$ cat src/rtl/life_pkg.sv
// Shared types and constants for the Game of Life control sequencer.
// Provides the sequencer state encoding, default grid sizes and a clamp helper.
package life_pkg;

    localparam int COORD_W_DEF = 8;
    localparam int GRID_W_DEF  = 160;
    localparam int GRID_H_DEF  = 120;

    typedef enum logic [3:0] {
        IDLE      = 4'd0,
        LOAD_X    = 4'd1,
        WAIT_Y    = 4'd2,
        LOAD_Y    = 4'd3,
        PLOT      = 4'd4,
        PLOT_WAIT = 4'd5,
        READY     = 4'd6,
        RUN_WAIT  = 4'd7,
        GEN       = 4'd8,
        GEN_WAIT  = 4'd9
    } state_t;

    // Saturate v at lim. Works on 32-bit values so one helper
    // serves any coordinate width up to 32 bits.
    function automatic logic [31:0] clamp(
        input logic [31:0] v,
        input logic [31:0] lim
    );
        return (v > lim) ? lim : v;
    endfunction

endpackage

$ cat src/rtl/life_sequencer_edge_rise.sv
// Button rise detector: one-cycle pulse on a 0->1 level change.
// Ports: clock, reset (sync, active-low), d (button level), rise (pulse).
module edge_rise (
    input  logic clock,
    input  logic reset,
    input  logic d,
    output logic rise
);

    logic d_q;

    // Reset loads 1 so a button held through reset never fires.
    always_ff @(posedge clock) begin
        if (!reset) begin
            d_q <= 1'b1;
        end else begin
            d_q <= d;
        end
    end

    assign rise = d & ~d_q;

endmodule

$ cat src/rtl/life_sequencer.sv
// Game of Life control sequencer: cell placement, free-run/step generations.
// Ports: clock/reset, buttons set/go/step/stop, load_val, datapath handshakes
//        plot_done/gen_done in, x_out/y_out/plot_req/gen_start/running/gen_count out.
module life_sequencer
    import life_pkg::*;
#(
    parameter int COORD_W  = COORD_W_DEF,
    parameter int GRID_W   = GRID_W_DEF,
    parameter int GRID_H   = GRID_H_DEF,
    parameter int GEN_W    = 16,
    parameter int TICK_DIV = 12_500_000
) (
    input  logic               clock,
    input  logic               reset,
    input  logic               set,
    input  logic               go,
    input  logic               step,
    input  logic               stop,
    input  logic [COORD_W-1:0] load_val,
    input  logic               plot_done,
    input  logic               gen_done,
    output logic [COORD_W-1:0] x_out,
    output logic [COORD_W-1:0] y_out,
    output logic               plot_req,
    output logic               gen_start,
    output logic               running,
    output logic [GEN_W-1:0]   gen_count
);

    localparam int TW = $clog2(TICK_DIV + 1);

    localparam logic [TW-1:0] TICK_LAST = TW'(TICK_DIV - 1);
    localparam logic [31:0]   X_MAX     = 32'(GRID_W - 1);
    localparam logic [31:0]   Y_MAX     = 32'(GRID_H - 1);

    state_t        state;
    logic [TW-1:0] tick;
    logic          single;
    logic          stop_pending;

    logic set_r;
    logic go_r;
    logic step_r;
    logic stop_r;

    edge_rise u_set (
        .clock (clock),
        .reset (reset),
        .d     (set),
        .rise  (set_r)
    );

    edge_rise u_go (
        .clock (clock),
        .reset (reset),
        .d     (go),
        .rise  (go_r)
    );

    edge_rise u_step (
        .clock (clock),
        .reset (reset),
        .d     (step),
        .rise  (step_r)
    );

    edge_rise u_stop (
        .clock (clock),
        .reset (reset),
        .d     (stop),
        .rise  (stop_r)
    );

    always_ff @(posedge clock) begin
        if (!reset) begin
            state        <= IDLE;
            x_out        <= '0;
            y_out        <= '0;
            gen_count    <= '0;
            tick         <= '0;
            single       <= 1'b0;
            stop_pending <= 1'b0;
        end else begin
            unique case (state)
                IDLE: begin
                    if (set_r) begin
                        state <= LOAD_X;
                    end
                end
                LOAD_X: begin
                    x_out <= COORD_W'(clamp(32'(load_val), X_MAX));
                    state <= WAIT_Y;
                end
                WAIT_Y: begin
                    if (set_r) begin
                        state <= LOAD_Y;
                    end
                end
                LOAD_Y: begin
                    y_out <= COORD_W'(clamp(32'(load_val), Y_MAX));
                    state <= PLOT;
                end
                PLOT: begin
                    state <= PLOT_WAIT;
                end
                PLOT_WAIT: begin
                    if (plot_done) begin
                        single       <= 1'b0;
                        stop_pending <= 1'b0;
                        state        <= READY;
                    end
                end
                READY: begin
                    if (set_r) begin
                        gen_count <= '0;
                        state     <= LOAD_X;
                    end else if (go_r) begin
                        state <= RUN_WAIT;
                    end else if (step_r) begin
                        single <= 1'b1;
                        state  <= GEN;
                    end
                end
                RUN_WAIT: begin
                    // A stop wins over a tick landing on the same cycle.
                    if (stop_r) begin
                        tick         <= '0;
                        single       <= 1'b0;
                        stop_pending <= 1'b0;
                        state        <= READY;
                    end else if (tick == TICK_LAST) begin
                        tick  <= '0;
                        state <= GEN;
                    end else begin
                        tick <= tick + 1'b1;
                    end
                end
                GEN: begin
                    if (stop_r) begin
                        stop_pending <= 1'b1;
                    end
                    state <= GEN_WAIT;
                end
                GEN_WAIT: begin
                    // The generation always finishes; a stop only
                    // decides where we go once it has.
                    if (gen_done) begin
                        gen_count <= gen_count + 1'b1;
                        if (single || stop_pending || stop_r) begin
                            single       <= 1'b0;
                            stop_pending <= 1'b0;
                            state        <= READY;
                        end else begin
                            state <= RUN_WAIT;
                        end
                    end else if (stop_r) begin
                        stop_pending <= 1'b1;
                    end
                end
                default: begin
                    state <= IDLE;
                end
            endcase
        end
    end

    assign plot_req  = (state == PLOT);
    assign gen_start = (state == GEN);
    assign running   = (state == RUN_WAIT) ||
                       (state == GEN) ||
                       (state == GEN_WAIT);

endmodule

$ cat config.mk
export PLATFORM = sky130hd
export DESIGN_NAME = life_sequencer
export DESIGN_NICKNAME = d
export VERILOG_FILES = /design/src/rtl/life_pkg.sv /design/src/rtl/life_sequencer_edge_rise.sv /design/src/rtl/life_sequencer.sv
export SDC_FILE = /design/constraint.sdc
export NUM_CORES = 1
export LEC_CHECK = 0
export ABC_AREA = 0
export BUFFER_PORTS_ARGS = -buffer_cell sky130_fd_sc_hd__buf_2
export CORE_ASPECT_RATIO = 0.6
export CORE_MARGIN = 2
export CORE_UTILIZATION = 60
export CTS_CLUSTER_SIZE = 16
export DETAILED_ROUTE_END_ITERATION = 16
export HOLD_SLACK_MARGIN = 0.12
export PLACE_DENSITY = 0.81
export SYNTH_ARGS = -nofsm -noshare
export SYNTH_HDL_FRONTEND = slang
export SYNTH_SLANG_ARGS = --single-unit
$ cat constraint.sdc
create_clock -name clock -period 3.2 [get_ports clock]
set_clock_uncertainty 0.1 [all_clocks]
set_input_delay 0.48 -clock clock [delete_from_list [all_inputs] [get_ports clock]]
set_output_delay 0.48 -clock clock [all_outputs]
set_load 0.01 [all_outputs]
==> flow_summary.json <==
{
  "ys_warn_count": 0,
  "dp_cells": 491,
  "powerDensity_mw_per_mm2": 469,
  "wl_per_cell_um": 15.5,
  "p_total_uw": 1790,
  "cts_buffers": 9,
  "synth_cell_types": 57,
  "clock_power_share_pct": 48.7,
  "relSlewSlack_pct": 52.0,
  "regArea_mm2": 0.00132,
  "async_flop_share_pct": 0,
  "final.period_utilization_pct": 77.7,
  "end_kind": "output pin",
  "synthFlopType": "dfxtp_1",
  "drc": 0,
  "hold_ws_ps": 241,
  "arrival_ps": 1910,
  "setup_tns_ps": 0,
  "min_period_ps": 2490,
  "antenna_found_initial": 0,
  "cp_max_fo": 15,
  "synth_nets": 408,
  "clk_pin_slew_ps": 70,
  "area_delta_synth_final_pct": 15.9,
  "yosysSeqAreaShare_pct": 40.2,
  "mostFrequentLayoutCells": "dfxtp_1 (66), buf_2 (50), nand2_1 (44), nor2_1 (36), nand3_1 (31)",
  "grt_use_met2_pct": 35.4,
  "min_path_type": "input port to flop",
  "viasPerCell": 6.18,
  "hold_viol": 0,
  "drv_slew": 0,
  "ios": 51,
  "root_buffer": "clkbuf_8",
  "nFillCells": 390,
  "power_frac_comb_pct": 4.3,
  "final-setup-viol-count": 0,
  "max_clock_freq_mhz": 402,
  "ys_seq_elements": 66,
  "p_sw_share_pct": 21.5,
  "grtUsageMet3_pct": 7.49,
  "drive_gt1_share_pct": 19.7,
  "dp_hpwl_mm": 5.79,
  "drt_first_iter_violations": 229,
  "crit_start": "state[2]",
  "multi_input_area_mm2": 0.00187,
  "reg2regPathDepth": 5,
  "grt_pass1_vias": 2610,
  "worstSetupEndpoint": "running",
  "grtUsageMet1_pct": 42.8,
  "crit_required_ps": 2620,
  "rsz0062_at_grt": "false",
  "antennaDiodeCount": 0,
  "clockBufferDepth": 2,
  "synth.top_cell.area_share_pct": 40.2,
  "final_nets": 454,
  "synth-edff-count": 0,
  "cts_hold_buf": 0,
  "gp_congestion": 0.937,
  "grt_overflow": 0,
  "grt.total_usage_pct": 27.1,
  "status": "completed",
  "grt_start_max_net_pins": 29,
  "htreeDepth": 3,
  "criticalPathCategory": "flop to output pin",
  "tightest_slew_ps": 713,
  "grt.busiest_layer": "met1",
  "die_y_um": 61.3,
  "vias": 3131,
  "clock-sinks": 66,
  "ys_top_cells_by_area": "dfxtp_1 (40%), nand2_1 (5.0%), nand3_1 (4.7%), nor2_1 (4.1%), xnor2_1 (3.7%)",
  "synthCells": 390,
  "power.switching_uw": 384,
  "rr_endpoint": "tick[11]",
  "ir_worst_vdd_v": 0.000372,
  "yosysTopAreaCell": "dfxtp_1",
  "power.internal_uw": 1400,
  "ff2ff_setup_slack_ps": 850,
  "p_seq_share_pct": 47.0,
  "cp-start-kind": "flop",
  "antenna_left": 0,
  "grt_pass1_wl_mm": 12.9,
  "dpl_cell_area_mm2": 0.00356,
  "num_rows": 20,
  "dieArea_mm2": 0.00611,
  "power.leakage_uw": 0.00140,
  "syn_area_mm2": 0.00329,
  "wl_mm": 7.87,
  "instances_no_fill": 507,
  "layout_commonest_cell": "dfxtp_1",
  "cap_violations": 0,
  "tritoncts": "built",
  "cts_resized": 0,
  "fp.dieW_um": 99.6,
  "core_area_mm2": 0.00518,
  "start_util_pct": 63.5,
  "synth_area_per_cell_um2": 8.43,
  "clk_latency_ps": 340,
  "final_cell_area_mm2": 0.00381,
  "dr.pass1.iters": 5,
  "numPortBuffers": 50,
  "post_cts_buffers": 0,
  "timing.rr.start": "state[0]"
}
## per-stage QoR
step           worst slack (ps)  utilization (%)
6_report                    715             73.5
5_1_grt                     556             73.5
4_1_cts                     722             73.5
3_5_place_dp                894             68.7
3_3_place_gp                991             68.7
2_1_floorplan              1220                -
## state kept, by name, indices dropped and copies added, names as in the netlist
name,count
tick,24
y_out,8
x_out,8
single,1
u_go.d_q,1
u_step.d_q,1
u_stop.d_q,1
u_set.d_q,1
state,4
gen_count,16
stop_pending,1
## cells by family (layout without fill, tap and decap cells)
kind of cell | count (synthesis) | count (layout) | synth area share (%)
buffers and inverters | 22 | 73 | 2.89
xor gates and xnor gates | 17 | 17 | 4.53
muxes | 5 | 5 | 1.52
AOI/OAI and AO/OA | 80 | 80 | 17.5
and+or+nand+nor | 198 | 198 | 32.5
DFF | 66 | 66 | 40.2
adders and majority gates | 2 | 2 | 0.761
## layer usage
| layer | up-vias | wire [um] |
|---|---|---|
| met2 | 143 | 2940 |
| met1 | 1437 | 4150 |
| li1 | 1543 | - |
| met5 | - | 0 |
| met3 | 8 | 712 |
| met4 | 0 | 68 |
## power groups by stage
stage | registers, uW | clock network [uW] | logic (uW)
detailed placement | 859 | 0 | 75.9
finish | 840 | 869 | 77.3
global placement | 858 | 0 | 74.7
global route | 841 | 910 | 84.9
CTS | 840 | 875 | 76.7
floorplan | 857 | 0 | 48.6
## area by class of cell
| class | instances | share of cell area (%) |
|---|---|---|
| Clock inverter | 6 | 2.96 |
| Sequential cell | 66 | 34.7 |
| Timing Repair Buffer | 52 | 6.96 |
| Multi-Input combinational cell | 302 | 49.1 |
| Clock buffer | 10 | 3.61 |
| Inverter | 5 | 0.493 |
| Tap cell | 66 | 2.17 |
## worst min path at each step
stage | from | endpoint | slack [ps] | cells after the start
after global placement | x_out[6] | x_out[6] | 340 | 2
final | step | u_step.d_q | 240 | 2
after floorplan | tick[21] | tick[21] | 330 | 1
after global routing | step | u_step.d_q | 240 | 2
after detailed placement | x_out[6] | x_out[6] | 350 | 2
after CTS | step | u_step.d_q | 230 | 2
## worst max-delay path, cell delays in order (launching register included)
cell and delay (ps):
dfxtp_1 620, nor2b_1 300, nand3_1 320, nand2_1 180, buf_2 150
## synthesized netlist by cell type (all sizes together) (2+ instances only)
cell type,n
or3,3
nor4,14
and2,4
nor3,13
nand4,6
nand3b,4
a31oi,13
clkbuf,8
inv,5
nand3,31
ha,2
a41oi,5
o21ai,16
dfxtp,66
a22oi,4
mux2i,5
nand2,45
and4,5
nor2,36
o211ai,2
o311ai,2
nand2b,12
nor2b,5
xnor2,14
o221a,9
a21oi,19
xor2,3
buf,9
nor3b,7
and3,6
and4bb,2
(Power assumes the default switching activity.)
